**src/rtl/byte_serial_adder_pkg.sv**
```systemverilog
// Shared types and constants for the byte-serial adder slice.
package byte_serial_pkg;

    localparam int BYTE_W        = 8;
    localparam int MAX_NUM_BYTES = 16;

    typedef enum logic [1:0] {
        IDLE  = 2'd0,
        RUN   = 2'd1,
        DRAIN = 2'd2
    } state_e;

    // Counter width that can hold the values 0..num_bytes inclusive.
    function automatic int cnt_width(input int num_bytes);
        int w;
        w = 1;
        while ((1 << w) < (num_bytes + 1)) begin
            w = w + 1;
        end
        return w;
    endfunction

endpackage

```
**src/rtl/byte_serial_adder_if.sv**
```systemverilog
// Control, operand stream and result stream of the byte-serial adder.
interface byte_serial_adder_if;
    import byte_serial_pkg::*;

    logic              start;
    logic              cin;
    logic              in_valid;
    logic              in_ready;
    logic [BYTE_W-1:0] in_a;
    logic [BYTE_W-1:0] in_b;
    logic              out_valid;
    logic              out_ready;
    logic [BYTE_W-1:0] sum;
    logic              out_last;
    logic              cout;
    logic              busy;

    modport master (
        output start, cin, in_valid, in_a, in_b, out_ready,
        input  in_ready, out_valid, sum, out_last, cout, busy
    );

    modport slave (
        input  start, cin, in_valid, in_a, in_b, out_ready,
        output in_ready, out_valid, sum, out_last, cout, busy
    );

endinterface

```
**src/rtl/byte_serial_adder_core.sv**
```systemverilog
// Purely combinational 8-bit ripple-carry adder fed one byte pair per beat.
module adder_8b_core
    import byte_serial_pkg::*;
(
    input  logic [BYTE_W-1:0] a,
    input  logic [BYTE_W-1:0] b,
    input  logic              c,
    output logic [BYTE_W-1:0] s,
    output logic              co
);

    logic [BYTE_W:0] carry_s;

    assign carry_s[0] = c;

    for (genvar i = 0; i < BYTE_W; i++) begin : g_fa
        assign s[i]           = a[i] ^ b[i] ^ carry_s[i];
        assign carry_s[i + 1] = (a[i] & b[i]) | (carry_s[i] & (a[i] ^ b[i]));
    end

    assign co = carry_s[BYTE_W];

endmodule

```
**src/rtl/byte_serial_adder.sv**
```systemverilog
// Adds two NUM_BYTES-wide operands LSB-first, one byte per beat, through a
// single registered output stage with valid/ready backpressure.
module byte_serial_adder
    import byte_serial_pkg::*;
#(
    parameter int NUM_BYTES = 4
) (
    input logic                 clk,
    input logic                 rst,
    byte_serial_adder_if.slave  bus
);

    localparam int CNT_W = cnt_width(NUM_BYTES);
    localparam logic [CNT_W-1:0] LAST_IDX = CNT_W'(NUM_BYTES - 1);

    state_e            state_q,     state_d;
    logic              carry_q,     carry_d;
    logic [CNT_W-1:0]  byte_cnt_q,  byte_cnt_d;
    logic              out_valid_q, out_valid_d;
    logic [BYTE_W-1:0] sum_q,       sum_d;
    logic              out_last_q,  out_last_d;
    logic              cout_q,      cout_d;
    logic              busy_q,      busy_d;

    logic [BYTE_W-1:0] add_sum_s;
    logic              add_co_s;
    logic              in_ready_s;
    logic              accept_s;
    logic              last_beat_s;

    adder_8b_core u_adder (
        .a  (bus.in_a),
        .b  (bus.in_b),
        .c  (carry_q),
        .s  (add_sum_s),
        .co (add_co_s)
    );

    // Handshake qualifiers: a held result may be replaced in the cycle it drains.
    always_comb begin
        in_ready_s  = (state_q == RUN) & (~out_valid_q | bus.out_ready);
        accept_s    = bus.in_valid & in_ready_s;
        last_beat_s = (byte_cnt_q == LAST_IDX);
    end

    // Sequencing FSM, running carry and beat counter.
    always_comb begin
        state_d    = state_q;
        carry_d    = carry_q;
        byte_cnt_d = byte_cnt_q;
        case (state_q)
            IDLE: begin
                if (bus.start) begin
                    carry_d    = bus.cin;
                    byte_cnt_d = {CNT_W{1'b0}};
                    state_d    = RUN;
                end else begin
                    state_d    = IDLE;
                end
            end
            RUN: begin
                if (accept_s) begin
                    carry_d    = add_co_s;
                    byte_cnt_d = byte_cnt_q + CNT_W'(1);
                    if (last_beat_s) begin
                        state_d = DRAIN;
                    end else begin
                        state_d = RUN;
                    end
                end else begin
                    state_d = RUN;
                end
            end
            DRAIN: begin
                if (out_valid_q & bus.out_ready & out_last_q) begin
                    state_d = IDLE;
                end else begin
                    state_d = DRAIN;
                end
            end
            default: begin
                state_d = IDLE;
            end
        endcase
        busy_d = (state_d != IDLE);
    end

    // Output stage: reload on an accepted beat, empty on consume, else hold.
    always_comb begin
        out_valid_d = out_valid_q;
        sum_d       = sum_q;
        out_last_d  = out_last_q;
        cout_d      = cout_q;
        if (accept_s) begin
            out_valid_d = 1'b1;
            sum_d       = add_sum_s;
            out_last_d  = last_beat_s;
            if (last_beat_s) begin
                cout_d = add_co_s;
            end else begin
                cout_d = cout_q;
            end
        end else if (bus.out_ready) begin
            out_valid_d = 1'b0;
        end else begin
            out_valid_d = out_valid_q;
        end
    end

    // State registers with synchronous reset; reset also discards a partial result.
    always_ff @(posedge clk) begin
        if (rst) begin
            state_q     <= IDLE;
            carry_q     <= 1'b0;
            byte_cnt_q  <= {CNT_W{1'b0}};
            out_valid_q <= 1'b0;
            sum_q       <= {BYTE_W{1'b0}};
            out_last_q  <= 1'b0;
            cout_q      <= 1'b0;
            busy_q      <= 1'b0;
        end else begin
            state_q     <= state_d;
            carry_q     <= carry_d;
            byte_cnt_q  <= byte_cnt_d;
            out_valid_q <= out_valid_d;
            sum_q       <= sum_d;
            out_last_q  <= out_last_d;
            cout_q      <= cout_d;
            busy_q      <= busy_d;
        end
    end

    assign bus.in_ready  = in_ready_s;
    assign bus.out_valid = out_valid_q;
    assign bus.sum       = sum_q;
    assign bus.out_last  = out_last_q;
    assign bus.cout      = cout_q;
    assign bus.busy      = busy_q;

endmodule

```
**src/flat_wrapper.sv**
```systemverilog
// flat-port wrapper written by rule: the top's interface ports become plain ports
module byte_serial_adder_flat import byte_serial_pkg::*;
#(
    parameter int NUM_BYTES = 4
)
  (clk, rst, bus_start, bus_cin, bus_in_valid, bus_in_a, bus_in_b, bus_out_ready, bus_in_ready, bus_out_valid, bus_sum, bus_out_last, bus_cout, bus_busy);
  byte_serial_adder_if bus_i ();
  input logic clk;
  input logic rst;
  input wire logic [$bits(bus_i.start)-1:0] bus_start;
  input wire logic [$bits(bus_i.cin)-1:0] bus_cin;
  input wire logic [$bits(bus_i.in_valid)-1:0] bus_in_valid;
  input wire logic [$bits(bus_i.in_a)-1:0] bus_in_a;
  input wire logic [$bits(bus_i.in_b)-1:0] bus_in_b;
  input wire logic [$bits(bus_i.out_ready)-1:0] bus_out_ready;
  output wire logic [$bits(bus_i.in_ready)-1:0] bus_in_ready;
  output wire logic [$bits(bus_i.out_valid)-1:0] bus_out_valid;
  output wire logic [$bits(bus_i.sum)-1:0] bus_sum;
  output wire logic [$bits(bus_i.out_last)-1:0] bus_out_last;
  output wire logic [$bits(bus_i.cout)-1:0] bus_cout;
  output wire logic [$bits(bus_i.busy)-1:0] bus_busy;
  assign bus_i.start = bus_start;
  assign bus_i.cin = bus_cin;
  assign bus_i.in_valid = bus_in_valid;
  assign bus_i.in_a = bus_in_a;
  assign bus_i.in_b = bus_in_b;
  assign bus_i.out_ready = bus_out_ready;
  assign bus_in_ready = bus_i.in_ready;
  assign bus_out_valid = bus_i.out_valid;
  assign bus_sum = bus_i.sum;
  assign bus_out_last = bus_i.out_last;
  assign bus_cout = bus_i.cout;
  assign bus_busy = bus_i.busy;
  byte_serial_adder #(.NUM_BYTES(NUM_BYTES)) u_core (.clk(clk), .rst(rst), .bus(bus_i));
endmodule
```
**config.mk**
```make
export PLATFORM = sky130hd
export DESIGN_NAME = byte_serial_adder_flat
export DESIGN_NICKNAME = d
export VERILOG_FILES = /design/src/rtl/byte_serial_adder_pkg.sv /design/src/rtl/byte_serial_adder_if.sv /design/src/rtl/byte_serial_adder_core.sv /design/src/rtl/byte_serial_adder.sv /design/src/flat_wrapper.sv
export SDC_FILE = /design/constraint.sdc
export NUM_CORES = 1
export LEC_CHECK = 0
export ABC_AREA = 1
export CORE_ASPECT_RATIO = 1.4
export CORE_MARGIN = 3
export CORE_UTILIZATION = 41
export DETAILED_ROUTE_END_ITERATION = 10
export GPL_TIMING_DRIVEN = 0
export PLACE_DENSITY = 0.85
export SYNTH_ARGS = -nofsm -noshare
export SYNTH_HDL_FRONTEND = slang
export SYNTH_SLANG_ARGS = --single-unit
```
**constraint.sdc**
```tcl
create_clock -name clk -period 5.49 [get_ports clk]
set_input_delay 1.098 -clock clk [delete_from_list [all_inputs] [get_ports clk]]
set_output_delay 1.098 -clock clk [all_outputs]
set_load 0.03 [all_outputs]
```
Word level (Yosys, flattened, before mapping)
Index checks and enable logic that the tools add are counted.
Widths: inputs -> output; s select.

cells by class
  reductions and logical operators = 6
  equal/unequal tests = 5
  bitwise logic cells = 46
  multiplexer cells = 13
  add/sub/neg operators = 1

operator list
  cell                 number
  $and 1x1->1          20
  $xor 1x1->1          16
  $or 1x1->1           9
  $mux 2               3
  $mux 3               2
  $pmux 2 s3           1
  $pmux 3 s2           1
  $reduce_bool 2->1    3
  $mux 1               5
  $add 3x1->3 const B  1
  $eq 3x2->1 const B   1
  $reduce_and 3->1     1
  $eq 2x1->1 const B   1
  $eq 2x2->1 const B   1
  $logic_not 2->1      1
  $ne 2x1->1 const B   1
  $ne 2x2->1 const B   1
  $pmux 1 s2           1
  $reduce_and 2->1     1
  $not 1->1            1

storage, ports and cells
  register bits = 18
  output and inout bits = 13
  input bits = 22

Depth between registers and ports, before layout
Gate-level depths: netlist of the first run.

  depth in word-level cells = 19
  gate-level depth with buffers = 14
  gate-level depth less buffers = 14

Hierarchy
Synthesis of the first run repeated with hierarchy kept, for this count alone.

unflattened totals
  cells, all modules = 114
  area, all modules = 952.2 µm²

by module, submodules not included
  module             cells each  times used  area an instance (µm²)
  byte_serial_adder  96          1           754.5
  adder_8b_core      18          1           197.7

Worst setup path before layout of the first run
Ideal clock, no wire load.

  path kind = input to register
  from = input port bus_in_b[0]
  to = register u_core.sum_q[7], in the netlist u_core.bus.sum[7]
  cell stages on the path = 13
  path slack = 1.039 ns
  data arrival time = 4.380 ns
  cells stage by stage = fa_1 fa_1 fa_1 fa_1 fa_1 inv_1 fa_1 inv_1 fa_1 inv_1 fa_1 or2_0 a21oi_1

on the way
  longest elaborated chain between the ends = 16

ends and longest elaborated chain
  item                  RTL line                      RTL
  start, declared       flat_wrapper.sv:14            input wire logic [$bits(bus_i.in_b)-1:0] bus_in_b;
  $xor 1x1->1           byte_serial_adder_core.sv:18  assign carry_s[i + 1] = (a[i] & b[i]) | (carry_s[i] & (a[i] ^ b[i]));
  $and 1x1->1           byte_serial_adder_core.sv:18
  $or 1x1->1 (*)        byte_serial_adder_core.sv:18
  $and 1x1->1 (*)       byte_serial_adder_core.sv:18
  $or 1x1->1 (*)        byte_serial_adder_core.sv:18
  $and 1x1->1 (*)       byte_serial_adder_core.sv:18
  $or 1x1->1 (*)        byte_serial_adder_core.sv:18
  $and 1x1->1 (*)       byte_serial_adder_core.sv:18
  $or 1x1->1 (*)        byte_serial_adder_core.sv:18
  $and 1x1->1 (*)       byte_serial_adder_core.sv:18
  $or 1x1->1 (*)        byte_serial_adder_core.sv:18
  $and 1x1->1 (*)       byte_serial_adder_core.sv:18
  $or 1x1->1 (*)        byte_serial_adder_core.sv:18
  $and 1x1->1 (*)       byte_serial_adder_core.sv:18
  $or 1x1->1 (*)        byte_serial_adder_core.sv:18
  $xor 1x1->1 (*)       byte_serial_adder_core.sv:17  assign s[i] = a[i] ^ b[i] ^ carry_s[i];
  end signal, assigned  byte_serial_adder.sv:117      sum_q <= {BYTE_W{1'b0}};
  end signal, assigned  byte_serial_adder.sv:126      sum_q <= sum_d;
  end, declared         byte_serial_adder.sv:20       logic [BYTE_W-1:0] sum_q, sum_d;

Every way passes the cells marked *; elsewhere a longest branch is shown, timed or not.
A chain may end at the register's enable or synchronous reset.

Final worst setup path of the first run
Ends and elaborated chain as after synthesis.

==> reports/metrics.json, run 1 <==
{
  "placementRows": {"value": 19},
  "seq_area": {"value": 360, "unit": "um^2"},
  "max-cap-violations": {"value": 0},
  "gr-total-overflow": {"value": 0},
  "numPlacedInstances": {"value": 163},
  "synthesized_area_fraction_occupied_by_ao_oa_aoi_and_oai_cells": {"value": 9.92, "unit": "%"},
  "n_fill_cell": {"value": 172},
  "finish.utilization": {"value": 64.1, "unit": "%"},
  "grt_setup_unrepaired": {"value": "false"},
  "layout_cells_sized_above_1": {"value": 6.16, "unit": "%"},
  "cts_made_buffers": {"value": 3},
  "cp-end-kind": {"value": "flip-flop"},
  "worst-path-max-fanout": {"value": 1},
  "die_height": {"value": 61.7, "unit": "um"},
  "yosysWarningCount": {"value": 0},
  "timing.hold.ws": {"value": 0.468, "unit": "ns"},
  "clkSlewWorstSetupHoldPaths": {"value": 0.10, "unit": "ns"},
  "syn_to_final_growth": {"value": 44.4, "unit": "%"},
  "post_synth_and_or_nand_nor_area_fraction": {"value": 21.3, "unit": "%"},
  "worst-endpoint-required": {"value": 5.72, "unit": "ns"},
  "final_cells": {"value": 167},
  "report.final.slew_viol_count": {"value": 0},
  "hp-class": {"value": "reg -> reg"},
  "detail_route.first_pass.iterations": {"value": 4},
  "number_of_global_route_vias_before_repair": {"value": 807},
  "clock_sink_count": {"value": 18},
  "routed_wl_per_cell": {"value": 11.7, "unit": "um"},
  "hold_violations": {"value": 0},
  "clock_tree.htree_level_count": {"value": 1},
  "ioPinCount": {"value": 35},
  "placeable_core_region": {"value": 2040, "unit": "um^2"},
  "first_pass_grt_wire_length": {"value": 3270, "unit": "um"},
  "area_of_the_die": {"value": 2820, "unit": "um^2"},
  "post_synth_instance_area": {"value": 908, "unit": "um^2"},
  "worst_slew_margin_rel": {"value": 68.7, "unit": "%"},
  "crit_path_launch_type": {"value": "input pin"},
  "synth_seq_area_share": {"value": 39.7, "unit": "%"},
  "postSynthNetCount": {"value": 140},
  "muxShareOfSynthArea": {"value": 0, "unit": "%"},
  "largest_family_of_logic_cells_by_synthesized_area": {"value": "simple AND/OR/NAND/NOR gates"},
  "period_needed": {"value": 4.74, "unit": "ns"},
  "syn_inst": {"value": 108},
  "detailedPlacementHpwl": {"value": 1580, "unit": "um"},
  "timing.clock.skew": {"value": 0.00414, "unit": "ns"},
  "grt_max_degree": {"value": 11},
  "synth_cell_type_count": {"value": 16},
  "cts_root_buffer": {"value": "clkbuf_4"},
  "route.final.wire_length": {"value": 1950, "unit": "um"},
  "power.static_leakage": {"value": 0.557, "unit": "nW"},
  "drt_iter0_markers": {"value": 17},
  "power-per-cell-area": {"value": 224, "unit": "nW/um^2"},
  "post-route-period-util": {"value": 86.4, "unit": "%"},
  "gp_routability_congestion": {"value": 0.797},
  "port-buffer-count": {"value": 34},
  "antenna_cells": {"value": 0},
  "critPathKind": {"value": "in -> reg"},
  "via_per_inst": {"value": 4.89},
  "transition_time_of_the_tightest_slew_check_pin": {"value": 0.469, "unit": "ns"},
  "design_power_total": {"value": 0.000294, "unit": "W"},
  "synth-xor-area-share": {"value": 0, "unit": "%"},
  "drc": {"value": 0},
  "vias": {"value": 816},
  "start_util": {"value": 44.4, "unit": "%"},
  "drtAntennaViolNets": {"value": 0},
  "run_status": {"value": "finished clean"},
  "cts_tree": {"value": "done"},
  "max-vdd-ir-drop": {"value": 0.000154, "unit": "V"},
  "global_route.usage.total": {"value": 16.0, "unit": "%"},
  "multi_input_comb_area": {"value": 469, "unit": "um^2"},
  "clockBufferDepth": {"value": 2},
  "setup_total_negative_slack": {"value": 0, "unit": "ns"},
  "insertion_delay": {"value": 0.29, "unit": "ns"},
  "synth_seq_cells": {"value": 18},
  "ctsResizeCount": {"value": 0},
  "synth-adder-area-share": {"value": 20.4, "unit": "%"},
  "post_synth.cell_area_avg": {"value": 8.41, "unit": "um^2"},
  "post_cts.repair.setup_buffers": {"value": 0},
  "arrival_worst_endpoint": {"value": 4.97, "unit": "ns"},
  "cts_hold_repair.buffers": {"value": 0},
  "die_width": {"value": 45.8, "unit": "um"},
  "setup-violations-final": {"value": 0},
  "max_clock_freq": {"value": 211, "unit": "MHz"},
  "final_stage_net_count": {"value": 179},
  "antenna_violations_before_repair": {"value": 0}
}
[worst max-delay path, stage by stage]
cell and delay (ns):
clkdlybuf4s50_1 0.43, fa_1 0.45, fa_1 0.40, fa_1 0.39, fa_1 0.40, fa_1 0.37, inv_1 0.08, fa_1 0.16
inv_1 0.05, fa_1 0.35, inv_1 0.07, fa_1 0.39, or2_0 0.22, a21oi_1 0.13
[routing by layer]
layer  track usage [%]  part of all wire [%]  up-vias
li1                  -                     -      408
met1              16.9                    36      376
met2              29.9                    56       28
met3              2.02                   4.4        4
met4              8.94                   2.9        0
met5                 0                     0        -
[stage by stage]
stage               worst slack, ns  cell area (um^2)
finish                        0.747              1310
global route                  0.555              1310
CTS                           0.725              1310
global placement              0.515              1270
detailed placement            0.406              1270
floorplan                      1.04               908
[layout make-up]
type / count / share of cell area [%]
plain buffers: 2 / 0.859
clock buffers: 4 / 2.77
inverters: 18 / 5.15
multi-input cells: 70 / 35.8
flip-flops and latches: 18 / 27.5
well taps: 21 / 2.00
repair buffers: 34 / 26.0
[flip-flops by register name, summed over array words and instances, names as in the netlist]
name                  flops
u_core.bus.out_valid      1
u_core.carry_q            1
u_core.bus.out_last       1
u_core.bus.busy           1
u_core.bus.cout           1
u_core.byte_cnt_q         3
u_core.state_q            2
u_core.bus.sum            8
[layout by cell type (no fill, tap or decap), drive strengths merged]
cell            n
nand3           5
dfxtp          18
nand2          26
buf             1
inv            18
ha              2
fa              8
nand4           1
nor2            7
clkdlybuf4s50  34
o21ai           4
clkbuf          5
a21oi          14
or2             3
[logic make-up after synthesis]
| family | after synthesis |
|---|---|
| compound gates | 18 |
| flops | 18 |
| fa+ha+maj | 10 |
| buf+inv | 20 |
| simple gates | 42 |
[final timing paths]
check,end,cells after the start,startpoint,slack (ns)
worst max register to register,u_core.bus.sum[7],13,u_core.carry_q,1.70
worst min register to register,u_core.bus.sum[2],2,u_core.bus.sum[2],0.47
worst max-delay path,u_core.bus.sum[7],14,bus_in_b[0],0.75
worst min-delay path,u_core.bus.sum[2],2,u_core.bus.sum[2],0.47
[cells in the mapped netlist]
library cell | n | area (um^2)
or2_0 | 3 | 18.8
nor2_4 | 1 | 11.3
o21ai_0 | 4 | 20.0
nor2_1 | 6 | 22.5
a21oi_1 | 14 | 70.1
ha_1 | 2 | 25.0
nand2_1 | 26 | 97.6
inv_1 | 16 | 60.1
nand3_4 | 1 | 17.5
inv_2 | 2 | 7.51
buf_4 | 1 | 7.51
dfxtp_1 | 18 | 360
fa_1 | 8 | 160
nand4_1 | 1 | 6.26
clkbuf_1 | 1 | 3.75
nand3_1 | 4 | 20.0
[report_power, final]
part	internal, W	leakage [nW]	total, W	switching, W
combinational	0.0000347	0.390	0.0000715	0.0000368
sequential	0.000137	0.147	0.000140	0.00000350
clock	0.0000404	0.0210	0.0000821	0.0000416
total	0.000212	0.557	0.000294	0.0000819
No activity file was read; power rests on OpenSTA's default activity.
==> inputs of run 2 (changes only) <==
- CAP_MARGIN: unset -> 5
- PLACE_DENSITY: 0.85 -> 0.84
- SYNTH_HIERARCHICAL: unset -> 1
- clock period: 5.49 -> 6 ns (I/O delays scaled with it)
==> run 2 against run 1 <==
Against the previous run: combinational power rose by 7.7%; wire length rose by 13%; die area rose by 4.3%; critical path depth rose by 1; power fell by 3.4%; core utilization fell by 2.5 points; clock skew rose by 0.0033 ns; via count rose by 5.0%; synthesized cell count rose by 5.6%; flip-flop and latch count did not move.
==> reports/metrics.json, run 2 <==
{
  "post_synth_instance_area": {"value": 952, "unit": "um^2", "change": "+4.8%"},
  "setup_slack": {"value": 1.15, "unit": "ns", "change": "+0.400 ns"},
  "worst-path-max-fanout": {"value": 1, "change": "unchanged"},
  "hp-class": {"value": "reg -> reg"},
  "worst_slew_margin_rel": {"value": 69.1, "unit": "%", "change": "+0.40 points"},
  "arrival_worst_endpoint": {"value": 5.09, "unit": "ns", "change": "+0.12 ns"},
  "critPathKind": {"value": "in -> reg"},
  "grt_max_degree": {"value": 11, "change": "unchanged"},
  "power.internal": {"value": 0.000200, "unit": "W", "change": "-5.8%"},
  "final_cells": {"value": 174, "change": "+4.2%"},
  "numPlacedInstances": {"value": 170, "change": "+4.3%"},
  "finish.utilization": {"value": 61.6, "unit": "%", "change": "-2.5 points"},
  "drt_iter0_markers": {"value": 24, "change": "+7"},
  "cts_tree": {"value": "done"},
  "synth-edff-count": {"value": 0, "change": "unchanged"},
  "layout_cells_sized_above_1": {"value": 8.55, "unit": "%", "change": "+2.4 points"},
  "cts_made_buffers": {"value": 3, "change": "unchanged"},
  "worstPathBufferInverterCount": {"value": 5, "change": "+1"},
  "placeable_core_region": {"value": 2200, "unit": "um^2", "change": "+7.7%"},
  "setup-violations-final": {"value": 0, "change": "unchanged"},
  "die_height": {"value": 63.0, "unit": "um", "change": "+2.1%"},
  "clock_tree.htree_level_count": {"value": 1, "change": "unchanged"},
  "syn_to_final_growth": {"value": 42.4, "unit": "%"},
  "area_of_the_die": {"value": 2940, "unit": "um^2", "change": "+4.3%"},
  "post-place-ws": {"value": 0.871, "unit": "ns", "change": "+0.464 ns"},
  "detailedPlacementHpwl": {"value": 1720, "unit": "um", "change": "+9.2%"},
  "syn_inst": {"value": 114, "change": "+5.6%"},
  "postSynthNetCount": {"value": 146, "change": "+4.3%"},
  "synth_seq_cells": {"value": 18, "change": "unchanged"},
  "routed_wl_per_cell": {"value": 12.7, "unit": "um", "change": "+8.5%"},
  "post_synth.cell_area_avg": {"value": 8.35, "unit": "um^2", "change": "-0.70%"},
  "antenna_cells": {"value": 0, "change": "unchanged"},
  "via_per_inst": {"value": 4.93, "change": "+0.80%"},
  "report.final.slew_viol_count": {"value": 0, "change": "unchanged"},
  "critical_path.max_stage_delay": {"value": 0.45, "unit": "ns", "change": "about the same"},
  "synth_top_area_share": {"value": 37.8, "unit": "%", "change": "-1.8 points"},
  "largest_register_ffs": {"value": 8, "change": "unchanged"},
  "ys.flop_type": {"value": "dfxtp_1"},
  "yosys.area.top_type": {"value": "dfxtp_1"},
  "transition_time_of_the_tightest_slew_check_pin": {"value": 0.463, "unit": "ns", "change": "-0.00596 ns"},
  "crit_slowest_cell": {"value": "clkdlybuf4s50_1"},
  "placementRows": {"value": 20, "change": "+1"},
  "insertion_delay": {"value": 0.30, "unit": "ns", "change": "about the same"},
  "antenna_violations_before_repair": {"value": 0, "change": "unchanged"},
  "gp_routability_congestion": {"value": 0.758, "change": "-4.8%"},
  "async_reset_ff_share": {"value": 0, "unit": "%", "change": "unchanged"},
  "layout.cells.most_common": {"value": "clkdlybuf4s50_1"},
  "drtAntennaViolNets": {"value": 0, "change": "unchanged"},
  "yosysWarningCount": {"value": 6, "change": "+6"},
  "power.switching_fraction": {"value": 29.6, "unit": "%", "change": "+1.8 points"},
  "power-per-cell-area": {"value": 209, "unit": "nW/um^2", "change": "-6.6%"},
  "max_clock_freq": {"value": 206, "unit": "MHz"},
  "setup_total_negative_slack": {"value": 0, "unit": "ns", "change": "unchanged"},
  "pwr-share-comb": {"value": 27.1, "unit": "%", "change": "+2.8 points"},
  "yosys.cell_count.top_type": {"value": "nand2_1"},
  "design_power_total": {"value": 0.000284, "unit": "W", "change": "-3.4%"},
  "synth_cell_type_count": {"value": 18, "change": "+2"},
  "run_status": {"value": "finished clean"},
  "detail_route.first_pass.iterations": {"value": 4, "change": "unchanged"},
  "post_cts.repair.setup_buffers": {"value": 0, "change": "unchanged"},
  "clock_sink_count": {"value": 18, "change": "unchanged"},
  "start_util": {"value": 43.2, "unit": "%", "change": "-1.2 points"},
  "crit_path_launch_type": {"value": "input pin"},
  "port-buffer-count": {"value": 34, "change": "unchanged"},
  "hold_violations": {"value": 0, "change": "unchanged"},
  "cp-end-kind": {"value": "flip-flop"},
  "path_delay_family": {"value": "adder cells"},
  "share_clk_of_total_power": {"value": 27.0, "unit": "%", "change": "-0.9 points"},
  "pwr-share-seq": {"value": 45.9, "unit": "%", "change": "-1.9 points"},
  "clockBufferDepth": {"value": 2, "change": "unchanged"},
  "layout_common_cells": {"value": "clkdlybuf4s50_1, nand2_1, inv_1"},
  "post-route-period-util": {"value": 80.9, "unit": "%"},
  "power.static_leakage": {"value": 0.595, "unit": "nW", "change": "+6.7%"},
  "final_stage_net_count": {"value": 185, "change": "+3.4%"},
  "cts_hold_repair.buffers": {"value": 0, "change": "unchanged"},
  "vias": {"value": 857, "change": "+5.0%"},
  "max-cap-violations": {"value": 0, "change": "unchanged"},
  "worst-endpoint-required": {"value": 6.23, "unit": "ns", "change": "+0.51 ns"},
  "max-vdd-ir-drop": {"value": 0.000128, "unit": "V", "change": "-17%"},
  "route.final.wire_length": {"value": 2200, "unit": "um", "change": "+13%"},
  "grt_setup_unrepaired": {"value": "false"},
  "cpMostUsedCell": {"value": "fa_1"},
  "die_width": {"value": 46.7, "unit": "um", "change": "+2.1%"},
  "number_of_global_route_vias_before_repair": {"value": 816, "change": "+1.1%"},
  "drc": {"value": 0, "change": "unchanged"},
  "worstPathCellList": {"value": "clkdlybuf4s50_1 -> fa_1 -> inv_1 -> fa_1 -> inv_1 -> fa_1 -> fa_1 -> fa_1 -> fa_1 -> fa_1 -> inv_1 -> fa_1 -> inv_1 -> nand3_1 -> a21oi_1"},
  "gr-total-overflow": {"value": 0, "change": "unchanged"},
  "first_pass_grt_wire_length": {"value": 3600, "unit": "um", "change": "+10%"},
  "p_switching": {"value": 0.0000842, "unit": "W", "change": "+2.7%"},
  "most_area_consuming_cells_after_synthesis": {"value": "dfxtp_1, fa_1, nand2_1"},
  "global_route.usage.total": {"value": 17.1, "unit": "%", "change": "+1.1 points"},
  "period_needed": {"value": 4.85, "unit": "ns"},
  "timing.clock.skew": {"value": 0.00742, "unit": "ns", "change": "+0.00329 ns"},
  "synth_seq_area_share": {"value": 37.8, "unit": "%", "change": "-1.8 points"},
  "ctsResizeCount": {"value": 0, "change": "unchanged"},
  "ioPinCount": {"value": 35, "change": "unchanged"},
  "ys_top_cells_by_count": {"value": "nand2_1, inv_1, dfxtp_1"},
  "cts_root_buffer": {"value": "clkbuf_4"},
  "clkSlewWorstSetupHoldPaths": {"value": 0.11, "unit": "ns", "change": "about the same"}
}
[run 2: cell families after synthesis]
| group | synth area share [%] |
|---|---|
| AOI/OAI and AO/OA | 7.88 |
| buffers and inverters | 9.99 |
| DFF | 37.8 |
| adders and majority gates | 19.4 |
| and+or+nand+nor | 24.8 |
[run 2: worst paths after layout]
| kind | start | to | slack (ns) | cells past startpoint |
|---|---|---|---|---|
| worst min register to register | u_core/byte_cnt_q[0] | u_core/byte_cnt_q[0] | 0.47 | 1 |
| worst max register to register | u_core/carry_q | u_core/bus.sum[7] | 2.23 | 14 |
| worst max-delay path | bus_in_a[0] | u_core/bus.sum[7] | 1.15 | 15 |
| worst min-delay path | u_core/byte_cnt_q[0] | u_core/byte_cnt_q[0] | 0.47 | 1 |
[run 2: metrics by stage]
stage          hold slack (ns)  instance area [um^2]
2_1_floorplan            0.431                   952
3_3_place_gp             0.445                  1320
3_5_place_dp             0.450                  1320
4_1_cts                  0.468                  1360
5_1_grt                  0.492                  1360
6_report                 0.465                  1360
[run 2: final cells by class]
cell class / count / area (um^2)
Fill cell: 203 / 846
Multi-Input combinational cell: 73 / 497
Sequential cell: 18 / 360
Timing Repair Buffer: 34 / 340
Inverter: 20 / 75.1
Clock buffer: 4 / 36.3
Tap cell: 22 / 27.5
Buffer: 3 / 20.0
[run 2: power by group through the flow]
stage          registers (W)  clock network [W]  logic [W]
3_5_place_dp        0.000133                  0  0.0000769
3_3_place_gp        0.000133                  0  0.0000738
2_1_floorplan       0.000141                  0  0.0000350
4_1_cts             0.000130          0.0000777  0.0000774
6_report            0.000130          0.0000766  0.0000770
5_1_grt             0.000131          0.0000855  0.0000848
[run 2: metal layers]
layer | track usage (%) | vias up | share of wire, %
met5 | 0 | - | 0
met4 | 10.4 | 0 | 2.9
met3 | 1.73 | 4 | 6.4
met2 | 27.2 | 34 | 52
met1 | 21.1 | 390 | 38
li1 | - | 429 | -
